--- src/rtl/stack_pkg.sv ---
// Shared command encoding for the parameterised stack.
package stack_pkg;

  typedef enum logic [1:0] {
    CMD_NOP  = 2'b00,
    CMD_PUSH = 2'b01,
    CMD_POP  = 2'b10,
    CMD_GET  = 2'b11
  } cmd_e;

endpackage : stack_pkg

--- src/rtl/stack_regfile.sv ---
// DEPTH x WIDTH cell storage: one synchronous write port, one asynchronous
// read port, synchronous clear of every cell.
module stack_regfile #(
  parameter  int WIDTH = 4,
  parameter  int DEPTH = 5,
  localparam int IDX_W = $clog2(DEPTH)
) (
  input  logic             clk_i,
  input  logic             srst_i,
  input  logic             we_i,
  input  logic [IDX_W-1:0] waddr_i,
  input  logic [WIDTH-1:0] wdata_i,
  input  logic [IDX_W-1:0] raddr_i,
  output logic [WIDTH-1:0] rdata_o
);

  logic [WIDTH-1:0] mem_q [DEPTH];

  for (genvar gi = 0; gi < DEPTH; gi++) begin : g_cell
    always_ff @(posedge clk_i) begin
      if (srst_i) begin
        mem_q[gi] <= '0;
      end else if (we_i && (waddr_i == IDX_W'(gi))) begin
        mem_q[gi] <= wdata_i;
      end
    end
  end

  // Addresses past DEPTH-1 exist when DEPTH is not a power of two; read as zero.
  assign rdata_o = (int'(raddr_i) < DEPTH) ? mem_q[raddr_i] : '0;

endmodule : stack_regfile

--- src/rtl/stack_behaviour_param.sv ---
// Circular-pointer stack with PUSH/POP/GET and registered flags.
// Define STACK_BEHAVIOUR_WRAP_EN to let PUSH on a full stack overwrite the oldest cell.
module stack_behaviour_param
  import stack_pkg::*;
#(
  parameter  int WIDTH = 4,
  parameter  int DEPTH = 5,
  localparam int IDX_W = $clog2(DEPTH),
  localparam int CNT_W = $clog2(DEPTH + 1)
) (
  input  logic             CLK,
  input  logic             RESET,
  input  logic [1:0]       COMMAND,
  input  logic [IDX_W-1:0] INDEX,
  input  logic [WIDTH-1:0] DATA_IN,
  output logic [WIDTH-1:0] DATA_OUT,
  output logic             OUT_VALID,
  output logic [CNT_W-1:0] COUNT,
  output logic             FULL,
  output logic             EMPTY,
  output logic             ERROR
);

  localparam int AW = IDX_W + 2;

  cmd_e             cmd;
  logic [IDX_W-1:0] ptr_q, ptr_d;
  logic [CNT_W-1:0] count_q, count_d;
  logic [WIDTH-1:0] data_out_q, data_out_d;
  logic             out_valid_q, out_valid_d;
  logic             error_q, error_d;
  logic             full_q, full_d;
  logic             empty_q, empty_d;

  logic             we;
  logic [IDX_W-1:0] ptr_inc, ptr_dec, get_addr, rd_addr;
  logic [AW-1:0]    get_off;
  logic [WIDTH-1:0] rd_data;

  assign cmd     = cmd_e'(COMMAND);
  assign ptr_inc = (ptr_q == IDX_W'(DEPTH - 1)) ? '0 : ptr_q + IDX_W'(1);
  assign ptr_dec = (ptr_q == '0) ? IDX_W'(DEPTH - 1) : ptr_q - IDX_W'(1);

  // (ptr-1-INDEX) mod DEPTH; exact whenever INDEX < COUNT, which is the only case used.
  always_comb begin
    get_off = AW'(ptr_q) + AW'(DEPTH - 1) - AW'(INDEX);
    if (get_off >= AW'(DEPTH)) begin
      get_off = get_off - AW'(DEPTH);
    end
    get_addr = IDX_W'(get_off);
  end

  assign rd_addr = (cmd == CMD_POP) ? ptr_dec : get_addr;

  stack_regfile #(
    .WIDTH (WIDTH),
    .DEPTH (DEPTH)
  ) u_regfile (
    .clk_i   (CLK),
    .srst_i  (RESET),
    .we_i    (we),
    .waddr_i (ptr_q),
    .wdata_i (DATA_IN),
    .raddr_i (rd_addr),
    .rdata_o (rd_data)
  );

  always_comb begin
    ptr_d       = ptr_q;
    count_d     = count_q;
    data_out_d  = data_out_q;
    out_valid_d = 1'b0;
    error_d     = 1'b0;
    we          = 1'b0;
    case (cmd)
      CMD_PUSH: begin
        if (!full_q) begin
          we      = 1'b1;
          ptr_d   = ptr_inc;
          count_d = count_q + CNT_W'(1);
        end else begin
`ifdef STACK_BEHAVIOUR_WRAP_EN
          // With count==DEPTH the pointer sits on the oldest cell.
          we    = 1'b1;
          ptr_d = ptr_inc;
`else
          error_d = 1'b1;
`endif
        end
      end
      CMD_POP: begin
        if (empty_q) begin
          error_d = 1'b1;
        end else begin
          ptr_d       = ptr_dec;
          count_d     = count_q - CNT_W'(1);
          data_out_d  = rd_data;
          out_valid_d = 1'b1;
        end
      end
      CMD_GET: begin
        if (CNT_W'(INDEX) >= count_q) begin
          error_d = 1'b1;
        end else begin
          data_out_d  = rd_data;
          out_valid_d = 1'b1;
        end
      end
      default: ;
    endcase
    full_d  = (count_d == CNT_W'(DEPTH));
    empty_d = (count_d == '0);
  end

  always_ff @(posedge CLK) begin
    if (RESET) begin
      ptr_q       <= '0;
      count_q     <= '0;
      data_out_q  <= '0;
      out_valid_q <= 1'b0;
      error_q     <= 1'b0;
      full_q      <= 1'b0;
      empty_q     <= 1'b1;
    end else begin
      ptr_q       <= ptr_d;
      count_q     <= count_d;
      data_out_q  <= data_out_d;
      out_valid_q <= out_valid_d;
      error_q     <= error_d;
      full_q      <= full_d;
      empty_q     <= empty_d;
    end
  end

  assign DATA_OUT  = data_out_q;
  assign OUT_VALID = out_valid_q;
  assign COUNT     = count_q;
  assign FULL      = full_q;
  assign EMPTY     = empty_q;
  assign ERROR     = error_q;

endmodule : stack_behaviour_param

--- config.mk ---
export PLATFORM = sky130hd
export DESIGN_NAME = stack_behaviour_param
export DESIGN_NICKNAME = d
export VERILOG_FILES = /design/src/rtl/stack_pkg.sv /design/src/rtl/stack_regfile.sv /design/src/rtl/stack_behaviour_param.sv
export SDC_FILE = /design/constraint.sdc
export NUM_CORES = 1
export LEC_CHECK = 0
export BUFFER_PORTS_ARGS = -buffer_cell sky130_fd_sc_hd__buf_2
export CAP_MARGIN = 20
export CORE_MARGIN = 2
export CORE_UTILIZATION = 55
export CTS_CLUSTER_SIZE = 25
export DETAILED_ROUTE_END_ITERATION = 10
export PLACE_DENSITY = 0.75
export SKIP_CTS_REPAIR_TIMING = 1
export SYNTH_ARGS = -nofsm -noshare
export SYNTH_HDL_FRONTEND = slang
export SYNTH_HIERARCHICAL = 1
export SYNTH_SLANG_ARGS = --single-unit
--- constraint.sdc ---
create_clock -name CLK -period 3.75 [get_ports CLK]
set_input_delay 0.1875 -clock CLK [delete_from_list [all_inputs] [get_ports CLK]]
set_output_delay 0.1875 -clock CLK [all_outputs]
set_load 0.03 [all_outputs]
==> Word level (Yosys, flattened, before mapping) <==
Memories as Yosys holds them, arrays and structs flattened.
Cells that the tools add are included.
{ "word_totals": {"ramBits": 20, "input_bits": 11, "word_cells": 90, "memories": 1, "output_inout_bits": 11, "regBits": 14} }
{ "op_classes": {"bitwise": 5, "reduce_logical": 11, "eq_ne": 11, "mux": 45, "add_sub_neg": 7, "magnitude_cmp": 3} }
{ "mem_list": {"columns": ["name", "words", "width", "rd", "rd_ports_with_merged_regs", "wr", "line", "source"], "rows": [
  ["u_regfile.mem_q", 5, 4, 1, 0, 5, "stack_regfile.sv:17", "logic [WIDTH-1:0] mem_q [DEPTH];"]
]} }
{ "op_table": {"columns": ["op", "count"], "rows": [
  ["4-bit 2-to-1 mux", 8],
  ["1-bit 2-to-1 mux", 24],
  ["3-bit 2-to-1 mux", 8],
  ["3-bit case mux with 2 select lines", 2],
  ["4-bit case mux with 2 select lines", 1],
  ["3-bit by 1-bit adder with 3-bit output, second input constant", 2],
  ["3-bit by 2-bit equality test with 1-bit output, second input constant", 2],
  ["3-bit equality test, second input constant", 2],
  ["3-bit zero test", 2],
  ["2-bit != test, second input constant", 3],
  ["3-bit AND reduction", 2],
  ["3-bit by 1-bit subtractor with 3-bit output, second input constant", 2],
  ["5-bit by 3-bit >= comparator with 1-bit output, second input constant", 1],
  ["1-bit logical AND", 5],
  ["1-bit OR", 5],
  ["4-bit by 3-bit subtractor with 5-bit output", 1],
  ["3-bit by 3-bit adder with 4-bit output, second input constant", 1],
  ["2-bit equality test, second input constant", 2],
  ["2-bit nonzero test", 2],
  ["3-bit by 1-bit equality test with 1-bit output, second input constant", 1],
  ["3-bit >= comparator", 1],
  ["3-bit < comparator, second input constant", 1],
  ["1-bit case mux with 3 select lines", 1],
  ["3-bit subtractor, second input constant", 1],
  ["other kinds (2)", 2]
]} }

==> Depth between registers and ports, before layout <==
Gate-level depths: netlist (run 1).
{ "depth": {"depth_word": 9, "mapped_depth": 17, "mapped_depth_nobuf": 16} }

==> By module <==
The synthesis (run 1) kept the hierarchy.
{ "modules_own_cells": {"columns": ["module", "seq_area_each_um2", "area_each_um2", "instances", "cells_per_inst"], "rows": [
  ["stack_behaviour_param", 280.3, 1199.9, 1, 145],
  ["stack_regfile", 600.6, 1018.5, 1, 75]
]} }

==> Worst setup path after synthesis (run 1) <==
Ideal clock, no wire load.
{ "synth_timing": {"path_type": "register -> register", "start": "register ptr_q[0]", "end": "register data_out_q[0], in the netlist DATA_OUT[0]", "stages_incl_launch_ff": 18, "synth_period_minus_slack_ns": 3.354, "arrival_time_ns": 3.209, "setup_time_ns": 0.145, "path_buffers": 1, "required_ns": 3.605, "slack_ns": 0.396, "cell_sequence": "dfxtp_1 > inv_1 > ha_1 > inv_1 > ha_1 > inv_1 > fa_1 > nor2b_1 > o22a_1 > or4b_1 > nand3_1 > buf_2 > mux2i_1 > o32ai_1 > a21o_1 > nor4b_1 > a31oi_1 > o311ai_0"} }
{ "synth_via": {"elab_chain_cells": 9, "word_cells_on_any_way": 15, "classes_between": "add/sub: 4; order compare: 2; mux: 7; reduce/logical: 1; memory: 1"} }
{ "synth_rtl": {"columns": ["item", "line", "source"], "rows": [
  ["from (decl)", "stack_behaviour_param.sv:27", "logic [IDX_W-1:0] ptr_q, ptr_d;"],
  ["from (signal assigned)", "stack_behaviour_param.sv:125", "ptr_q <= ptr_d;"],
  ["3-bit by 3-bit adder with 4-bit output", "stack_behaviour_param.sv:46", "get_off = AW'(ptr_q) + AW'(DEPTH - 1) - AW'(INDEX);"],
  ["4-bit by 3-bit subtractor with 5-bit output", "stack_behaviour_param.sv:46", null],
  ["5-bit by 3-bit >= comparator with 1-bit output / 3-bit subtractor (equally long branches)", "stack_behaviour_param.sv:47, stack_behaviour_param.sv:48", null],
  ["3-bit 2-to-1 mux", "stack_behaviour_param.sv:47", "if (get_off >= AW'(DEPTH)) begin"],
  ["3-bit 2-to-1 mux *", "stack_behaviour_param.sv:53", "assign rd_addr = (cmd == CMD_POP) ? ptr_dec : get_addr;"],
  ["named net rd_addr[2]", "stack_behaviour_param.sv:36", "logic [IDX_W-1:0] ptr_inc, ptr_dec, get_addr, rd_addr;"],
  ["3-bit < comparator / memory 5 x 4 bit (equally long branches)", null, null],
  ["4-bit 2-to-1 mux *", "stack_regfile.sv:30", "assign rdata_o = (int'(raddr_i) < DEPTH) ? mem_q[raddr_i] : '0;"],
  ["4-bit 2-to-1 mux, on equally long branches", "stack_behaviour_param.sv:102, stack_behaviour_param.sv:92", null],
  ["4-bit case mux with 2 select lines *", "stack_behaviour_param.sv:75", "case (cmd)"],
  ["named net data_out_d[0]", "stack_behaviour_param.sv:29", "logic [WIDTH-1:0] data_out_q, data_out_d;"],
  ["to (signal assigned)", "stack_behaviour_param.sv:127", "data_out_q <= data_out_d;"],
  ["to (decl)", "stack_behaviour_param.sv:29", null]
]} }
The timed path passes the listed nets; every way through them passes the cells marked *. The select of a mux whose other input is x is not followed.
A chain may end at the register's enable or synchronous reset.

==> Final worst setup path (run 1) <==
{ "layout_timing": {"start": "register ptr_q[2]", "end": "register data_out_q[0], in the netlist DATA_OUT[0]"} }
Same word-level chain as after synthesis.

==> impl.org, run 1 <==
** Outcome
- The flow ran to the end, and the final reports show no timing, DRC or antenna violations.

** Placement
- Detailed placement ended at an HPWL of 3.55 mm.
- IO buf count :: 21
- Routability-driven placement finished with a final weighted congestion of 0.921.
- Counting tap cells, the placed design contains a total of 288 instances.
- Placement-stage worst setup slack :: 0.101 ns

** Timing
- Actual transition at the worst max-transition pin :: 0.562 ns
- Post-layout minimum cycle time :: 3.50 ns
- Hold slack final :: 0.236 ns
- Setup slack closes at 0.255 ns.
- The max-slew violation total from the final report is 0.
- For the final database, setup skew stands at 0.00334 ns.
- Setup repair after global routing missed its margin :: no
- For the final routed database, the setup TNS stands at 0 ns.
- Based on the critical path, the design can be clocked at up to 0.286 GHz.
- Final Cycle Share :: 93.2%
- Final setup vio count :: 0
- Worst relative slew slack :: 62.5%
- The number of hold violations in the final report was 0.

** Setup path
- The worst setup path is of the reg -> reg kind.
- For the worst setup path, the data required time is 3.89 ns.
- Maximum fanout encountered on the critical timing path :: 8
- End of the worst register-to-register path :: DATA_OUT[0]
- Critical Path Source Type :: flop
- Setup crit end kind :: flop
- Dominant delay contributor by cell family on the critical path :: compound AO/OA/AOI/OAI gates
- Traced cell by cell, the critical path runs through inv_1 > ha_1 > inv_1 > ha_1 > a21oi_1 > nor3b_2 > o22a_2 > or4b_1 > nand3_2 > mux2i_1 > o32ai_1 > a21o_1 > nor4b_1 > a31oi_1 > o311ai_0.
- The slowest stage of the critical path belongs to the cell or4b_1.
- Register-to-Register Path Depth :: 15
- Endpoint arrival time on the critical path :: 3.63 ns
- Launch instance of the worst register-to-register path :: ptr_q[2]
- Worst reg2reg setup slack :: 0.25 ns
- For this run, the slowest stage of the critical path takes 0.49 ns.
- Buf/Inv on CP :: 2

** Synth
- Share of synthesized registers carrying an async set or reset :: 0%
- Synthesized instance count :: 220
- Number of flops mapped to enable cells by yosys :: 20
- Seq/Total Area, Yosys :: 39.7%
- Yosys top cell by area :: edfxtp_1
- The synthesized design devotes to its leading area cell type 27.1% of total area.
- Counting flops and latches in the post-synthesis netlist gives 34.
- The average instance in the mapped netlist occupies 10.1 um^2.
- Synth warnings :: 6
- In the synthesized netlist the dominant register cell turns out to be edfxtp_1.
- By area the synthesized netlist is led by edfxtp_1, dfxtp_1, ha_1, and2_1, mux2i_1.
- The cell area that synthesis handed to floorplanning was 0.00222 mm^2.
- When the netlist entered floorplanning its net count stood at 252.
- Post-synthesis cell type count :: 47

** Die
- From left edge to right edge, the die measures 67.5 um.
- The initialized floorplan defines 23 standard-cell rows.
- The region available for standard cell placement spans 0.00394 mm^2.
- In this run the count of I/O pins placed on the die edge is 22.
- Initial cell density of the core :: 56.3%
- The die covers 0.00456 mm^2.
- From bottom edge to top edge, the die measures 67.5 um.

** Finish
- Filler cell count :: 292
- The library cells used most frequently in the layout, excluding fill and tap cells, are inv_1, buf_2, ha_1, and2_1, edfxtp_1.
- The area growth from synthesis to layout is 12.8%.
- Sequential Area :: 882 um^2
- Final antenna diode count :: 0
- Final design utilization :: 63.5%
- Cells with a size suffix above 1 make up 20.3% of the layout.
- Cell Count, Final, Fillers Out :: 296
- Final layout net count :: 277
- Summing all multi-input logic gate instances after layout gives 0.00124 mm^2.

** Global route
- The via count of the first global-routing pass came to 1623.
- After global routing the overflow that remains totals 0.
- In the global route stage, met3 resource usage came out at 5.00%.
- In the global route stage, met2 resource usage came out at 38.0%.
- After global routing, the most crowded layer is met2.
- Global routing used 23.4% of the available tracks.
- Entering global routing, the biggest net connects 30 pins.
- Wire length of the first global-routing pass :: 7.78 mm
- Number of antenna violations at the first check in global routing :: 0
- Met1 demand-to-capacity share in global routing :: 31.2%

** Clock network
- Latest clock arrival within the worst-skew pair :: 0.29 ns
- The H-tree was split into 2 levels.
- Root buffer selected by CTS :: clkbuf_8
- Clock input transition at the sequential cells of the worst setup and hold paths :: 0.07 ns
- In this run, CTS created clock tree buffers numbering 5.
- No sink is reached through more buffers than the 2 on the longest clock path.
- Clock tree from TritonCTS :: built
- Number of sinks on the clock net :: 34

** Drt
- Total wire length after detailed routing :: 4.75 mm
- Summing over every cut layer, the via total after detailed routing is 1742.
- Pre-Repair DR Iteration Count :: 4
- Dividing the detail-routed via count by the number of cells gives 5.89.
- Routed wire per std cell :: 16.0 um
- In the routed design, unresolved DRC markers number 0.
- Antenna-violating nets left :: 0
- Violation count after the first detailed-routing iteration :: 214

** Pwr
- Gate power share :: 30.9%
- Static leakage :: 1.07 nW
- In this run the power spent charging and discharging nets is 0.000339 W.
- P per Cell Area :: 440 mW/mm^2
- IR analysis of the VDD net gives a maximum drop of 0.000251 V.
- Relative contribution of sequential cells to total power :: 39.2%
- In this run switching power makes up 30.7% of total power.
- Cell internal power was estimated by the tool at 0.000763 W.
- Relative contribution of the clock network to total power :: 29.9%

** Hold path
- Worst min-delay path category :: in -> reg
- In this run the most critical hold path is launched from DATA_IN[3].
- Hold path cells :: 2
- The path with the worst hold slack has its endpoint at u_regfile/mem_q[1][3].

** Job
- Max-cap viol count :: 0
==> power groups by stage <==
| stage | Combinational (W) | Sequential [W] | Clock, W |
|---|---|---|---|
| final | 0.000340 | 0.000431 | 0.000330 |
| after global routing | 0.000374 | 0.000434 | 0.000346 |
| after CTS | 0.000336 | 0.000431 | 0.000333 |
| after detailed placement | 0.000332 | 0.000439 | 0 |
| after global placement | 0.000324 | 0.000439 | 0 |
| after floorplan | 0.000238 | 0.000453 | 0 |
==> how the worst max path moves through the flow <==
stage / startpoint / end / slack (ns) / depth (start not counted)
4_1_cts: ptr_q[2] / DATA_OUT[0] / 0.08 / 15
2_1_floorplan: ptr_q[0] / DATA_OUT[0] / 0.40 / 17
3_5_place_dp: ptr_q[2] / DATA_OUT[0] / 0.10 / 15
5_1_grt: ptr_q[2] / DATA_OUT[2] / 0.03 / 16
6_report: ptr_q[2] / DATA_OUT[0] / 0.25 / 15
3_3_place_gp: ptr_q[2] / DATA_OUT[0] / 0.26 / 13
==> worst register-to-register path, cell delays in order, from the launching register on <==
cell      delay (ns)
dfxtp_2         0.40
inv_1           0.09
ha_1            0.33
inv_1           0.06
ha_1            0.29
a21oi_1         0.21
nor3b_2         0.08
o22a_2          0.28
or4b_1          0.49
nand3_2         0.16
mux2i_1         0.24
o32ai_1         0.10
a21o_1          0.20
nor4b_1         0.14
a31oi_1         0.15
o311ai_0        0.14
==> sequential cells by signal (all words and copies together) (netlist names) <==
signal           count
FULL                 1
ptr_q                3
EMPTY                1
DATA_OUT             4
OUT_VALID            1
COUNT                3
u_regfile/mem_q     20
ERROR                1
==> metrics by stage <==
stage               instance area (um^2)  power, W
floorplan                           2220  0.000691
global placement                    2380  0.000763
detailed placement                  2380  0.000772
CTS                                 2490   0.00110
global route                        2500   0.00115
finish                              2500   0.00110
==> cells in the mapped netlist, types with 4 or more instances <==
master	count
nor3_2	4
a31o_2	4
nand2_1	16
nand2b_1	4
o311ai_0	4
nor4b_1	4
o32ai_1	4
dfxtp_1	14
edfxtp_1	20
ha_1	20
nor2_1	9
a21oi_1	5
o21ai_0	6
nor2b_1	6
nor3b_1	6
a21o_1	5
inv_1	21
and2_1	20
mux2i_1	9
clkbuf_1	4
a31oi_1	4
==> per-layer routing <==
metal | wire length (um) | vias up | part of all wire, %
li1 | - | 852 | -
met1 | 2170 | 824 | 46
met2 | 2300 | 56 | 48
met3 | 210 | 10 | 4.4
met4 | 72 | 0 | 1.5
met5 | 0 | - | 0
==> final cells by class <==
class,instances,area share [%]
Clock buffer,7,3.05
Clock inverter,1,1.20
Inverter,21,3.15
Multi-Input combinational cell,159,49.7
Sequential cell,34,35.3
Tap cell,50,2.50
Timing Repair Buffer,24,5.10
==> kinds of logic after synthesis <==
| kind of cell | Yosys count | share of synthesized area, % |
|---|---|---|
| fa+ha+maj | 21 | 12.2 |
| simple gates | 79 | 21.8 |
| xor+xnor | 1 | 0.395 |
| compound gates | 46 | 15.5 |
| flops | 34 | 39.7 |
| mux | 12 | 5.75 |
| buf+inv | 27 | 4.68 |
(Power assumes the default switching activity.)
==> inputs of run 2 (changes only) <==
--- a/config.mk
+++ b/config.mk
@@ -7,12 +7,13 @@
 export LEC_CHECK = 0
 export BUFFER_PORTS_ARGS = -buffer_cell sky130_fd_sc_hd__buf_2
 export CAP_MARGIN = 20
-export CORE_MARGIN = 2
+export CORE_MARGIN = 4
 export CORE_UTILIZATION = 55
 export CTS_CLUSTER_SIZE = 25
 export DETAILED_ROUTE_END_ITERATION = 10
 export PLACE_DENSITY = 0.75
 export SKIP_CTS_REPAIR_TIMING = 1
+export SLEW_MARGIN = 20
 export SYNTH_ARGS = -nofsm -noshare
 export SYNTH_HDL_FRONTEND = slang
 export SYNTH_HIERARCHICAL = 1
==> impl.org, run 2 (synthesis results as in run 1) <==
** Global route
- The maximum number of pins on one net before global-route repair was 30 (unchanged).
- The global route total overflow is 0 (unchanged).
- The via count of the first global-routing pass was 1556 (-4.1%).
- Wire length of the first global-routing pass :: 7.44 mm (-4.3%)
- The global-route usage over all layers came to 18.5% (-4.9 points).
- Number of antenna violations at the first check in global routing :: 0 (unchanged)

** Die
- The height of the die was 71.5 um (+5.9%).
- The core area was 0.00377 mm^2 (-4.3%).
- Initial cell density of the core :: 58.8% (+2.6 points)
- Die W :: 71.5 um (+5.9%)
- The I/O pin count came to 22 (unchanged).
- Placement row count :: 22 (-4.3%)
- Total die area :: 0.00511 mm^2 (+12%)

** Drt
- Pre-Repair DR Iteration Count :: 4 (unchanged)
- The routed via count was 1694 (-2.8%).
- Total wire length after detailed routing :: 4.48 mm (-5.8%)
- The remaining antenna violation count is 0 (unchanged).
- Via density :: 5.74 (-2.4%)
- Remaining design rule violation count :: 0 (unchanged)
- The mean routed wirelength per cell came to 15.2 um (-5.5%).
- The initial detailed-routing violation count came to 76 (-64%).

** Pwr
- Relative contribution of the clock network to total power :: 34.9% (+5.0 points)
- The total leakage power is 1.09 nW (+1.7%).
- Gate power share :: 28.5% (-2.4 points)
- Psw :: 0.000343 W (+1.1%)
- Switching fraction of total power :: 29.2% (-1.5 points)
- The internal power is 0.000829 W (+8.6%).
- The maximum VDD drop was 0.000325 V (+30%).
- Relative contribution of sequential cells to total power :: 36.6% (-2.6 points)
- The areal power density over the cells came to 464 mW/mm^2 (+5.3%).
- The post-route total power was 0.00117 W (+6.3%).

** Finish
- From synthesis to final layout, the design area changed by 13.9%.
- The fraction of final layout cells with drive strength greater than 1 came to 19.8% (-0.49 points).
- Register with the most flip-flops :: u_regfile/mem_q
- Filler cell count :: 308 (+5.5%)
- The flip-flop count of the largest register after layout was 20 (unchanged).
- Final design utilization :: 67.0% (+3.5 points)
- The number of nets in the layout was 278 (+0.36%).
- Final antenna diode count :: 0 (unchanged)
- The top cell types in the final layout, fill and taps aside, are inv_1, buf_2, ha_1, and2_1, edfxtp_1.

** Timing
- Final setup vio count :: 0 (unchanged)
- The remaining max-slew budget at the tightest pin came to 67.1% (+4.6 points).
- Final Cycle Share :: 92.6% (-0.58 points)
- Number of pins exceeding their max-slew limit in the final report :: 0 (unchanged)
- Final-report hold violation count :: 0 (unchanged)
- Maximum frequency from static timing analysis :: 0.288 GHz (+0.62%)
- Post-layout minimum cycle time :: 3.47 ns (-0.0217 ns)
- The sum of negative setup slack came to 0 ns (unchanged).
- Setup repair after global routing left no endpoint under its margin.
- The final clock skew is 0.00990 ns (+0.00656 ns).
- The worst setup slack after layout came to 0.277 ns (+0.0217 ns).
- The transition time of the tightest slew-check pin was 0.493 ns (-0.0687 ns).

** Clock network
- TritonCTS built the clock tree.
- The total CTS buffers is 5 (unchanged).
- The post-CTS clock slew at the launch and capture registers of the worst setup and hold paths came to 0.08 ns (about the same).
- The maximum number of buffers from clock root to sink is 2 (unchanged).
- H-tree depth :: 2 (unchanged)
- The clock sink count is 34 (unchanged).
- Latest clock arrival within the worst-skew pair :: 0.29 ns (about the same)
- Root buffer selected by CTS :: clkbuf_8

** Placement
- The worst-case setup slack after placement was 0.342 ns (+0.241 ns).
- DP HPWL :: 3.30 mm (-7.0%)
- Final weighted congestion in routability-driven placement :: 0.794 (-14%)
- IO buf count :: 21 (unchanged)

** Setup path
- Maximum fanout encountered on the critical timing path :: 9 (+1)
- Worst Path Class, Setup :: reg -> reg
- CP Data Required Time :: 3.89 ns (about the same)
- Worst reg2reg setup slack :: 0.28 ns (+0.02 ns)
- The critical path data arrival time is 3.62 ns (about the same).
- Critical Path Source Type :: flop
- Setup crit end kind :: flop
- The count of cells along the worst register-to-register path was 15 (unchanged).

** Job
- The number of max-cap violations was 0 (unchanged).

** Hold path
- Worst min-delay path category :: in -> reg
- The number of cells on the worst hold path was 2 (unchanged).

** Outcome
- Result of the run :: completed
[run 2: changes by cell type in the layout (fill, tap and decap cells not counted), sizes merged]
cell,previous run,this run
clkbuf,7,5
buf,24,25
clkinv,0,1
bufinv,1,2
[run 2: power by group through the flow]
| stage | Clock (W) | Combinational [W] | Sequential, W |
|---|---|---|---|
| floorplan | 0 | 0.000238 | 0.000453 |
| global placement | 0 | 0.000325 | 0.000437 |
| detailed placement | 0 | 0.000326 | 0.000437 |
| CTS | 0.000412 | 0.000330 | 0.000429 |
| global route | 0.000431 | 0.000371 | 0.000431 |
| finish | 0.000408 | 0.000333 | 0.000429 |
[run 2: final timing paths]
kind	from	end
worst min-delay path	DATA_IN[2]	u_regfile/mem_q[2][2]
worst min register to register	DATA_OUT[1]	DATA_OUT[1]
worst max-delay path	ptr_q[1]	DATA_OUT[2]
worst max register to register	ptr_q[1]	DATA_OUT[2]
[run 2: critical path, cell delays in order (launching register included)]
cell	delay [ns]
dfxtp_1	0.34
ha_1	0.28
ha_1	0.16
inv_1	0.06
fa_1	0.38
nor3b_1	0.30
o22a_1	0.29
mux2i_1	0.09
o21ai_0	0.16
buf_4	0.21
mux2i_1	0.29
o32ai_1	0.13
a21o_1	0.20
nor4b_1	0.14
a31oi_1	0.16
o311ai_0	0.13
[run 2: stage by stage]
stage               instance area (um^2)  hold WS (ns)  cells
floorplan                           2220         0.386    220
global placement                    2390         0.506    287
detailed placement                  2390         0.516    287
CTS                                 2530         0.231    295
global route                        2530         0.240    295
finish                              2530         0.225    295
[run 2: final cells by class]
| class | instances | area (um^2) | share of cell area [%] |
|---|---|---|---|
| Clock inverter | 3 | 68.8 | 2.72 |
| Multi-Input combinational cell | 159 | 1230 | 48.8 |
| Sequential cell | 34 | 881 | 34.9 |
| Tap cell | 48 | 60.1 | 2.38 |
| Clock buffer | 5 | 68.8 | 2.72 |
| Timing Repair Buffer | 25 | 135 | 5.35 |
| Inverter | 21 | 78.8 | 3.12 |
[run 2: metal layers]
layer	up-vias	share of wire, %	global-route usage [%]
met4	0	1.2	4.59
met3	6	5.9	4.77
li1	853	-	-
met1	797	49	27.1
met2	38	44	27.1
met5	-	0	0
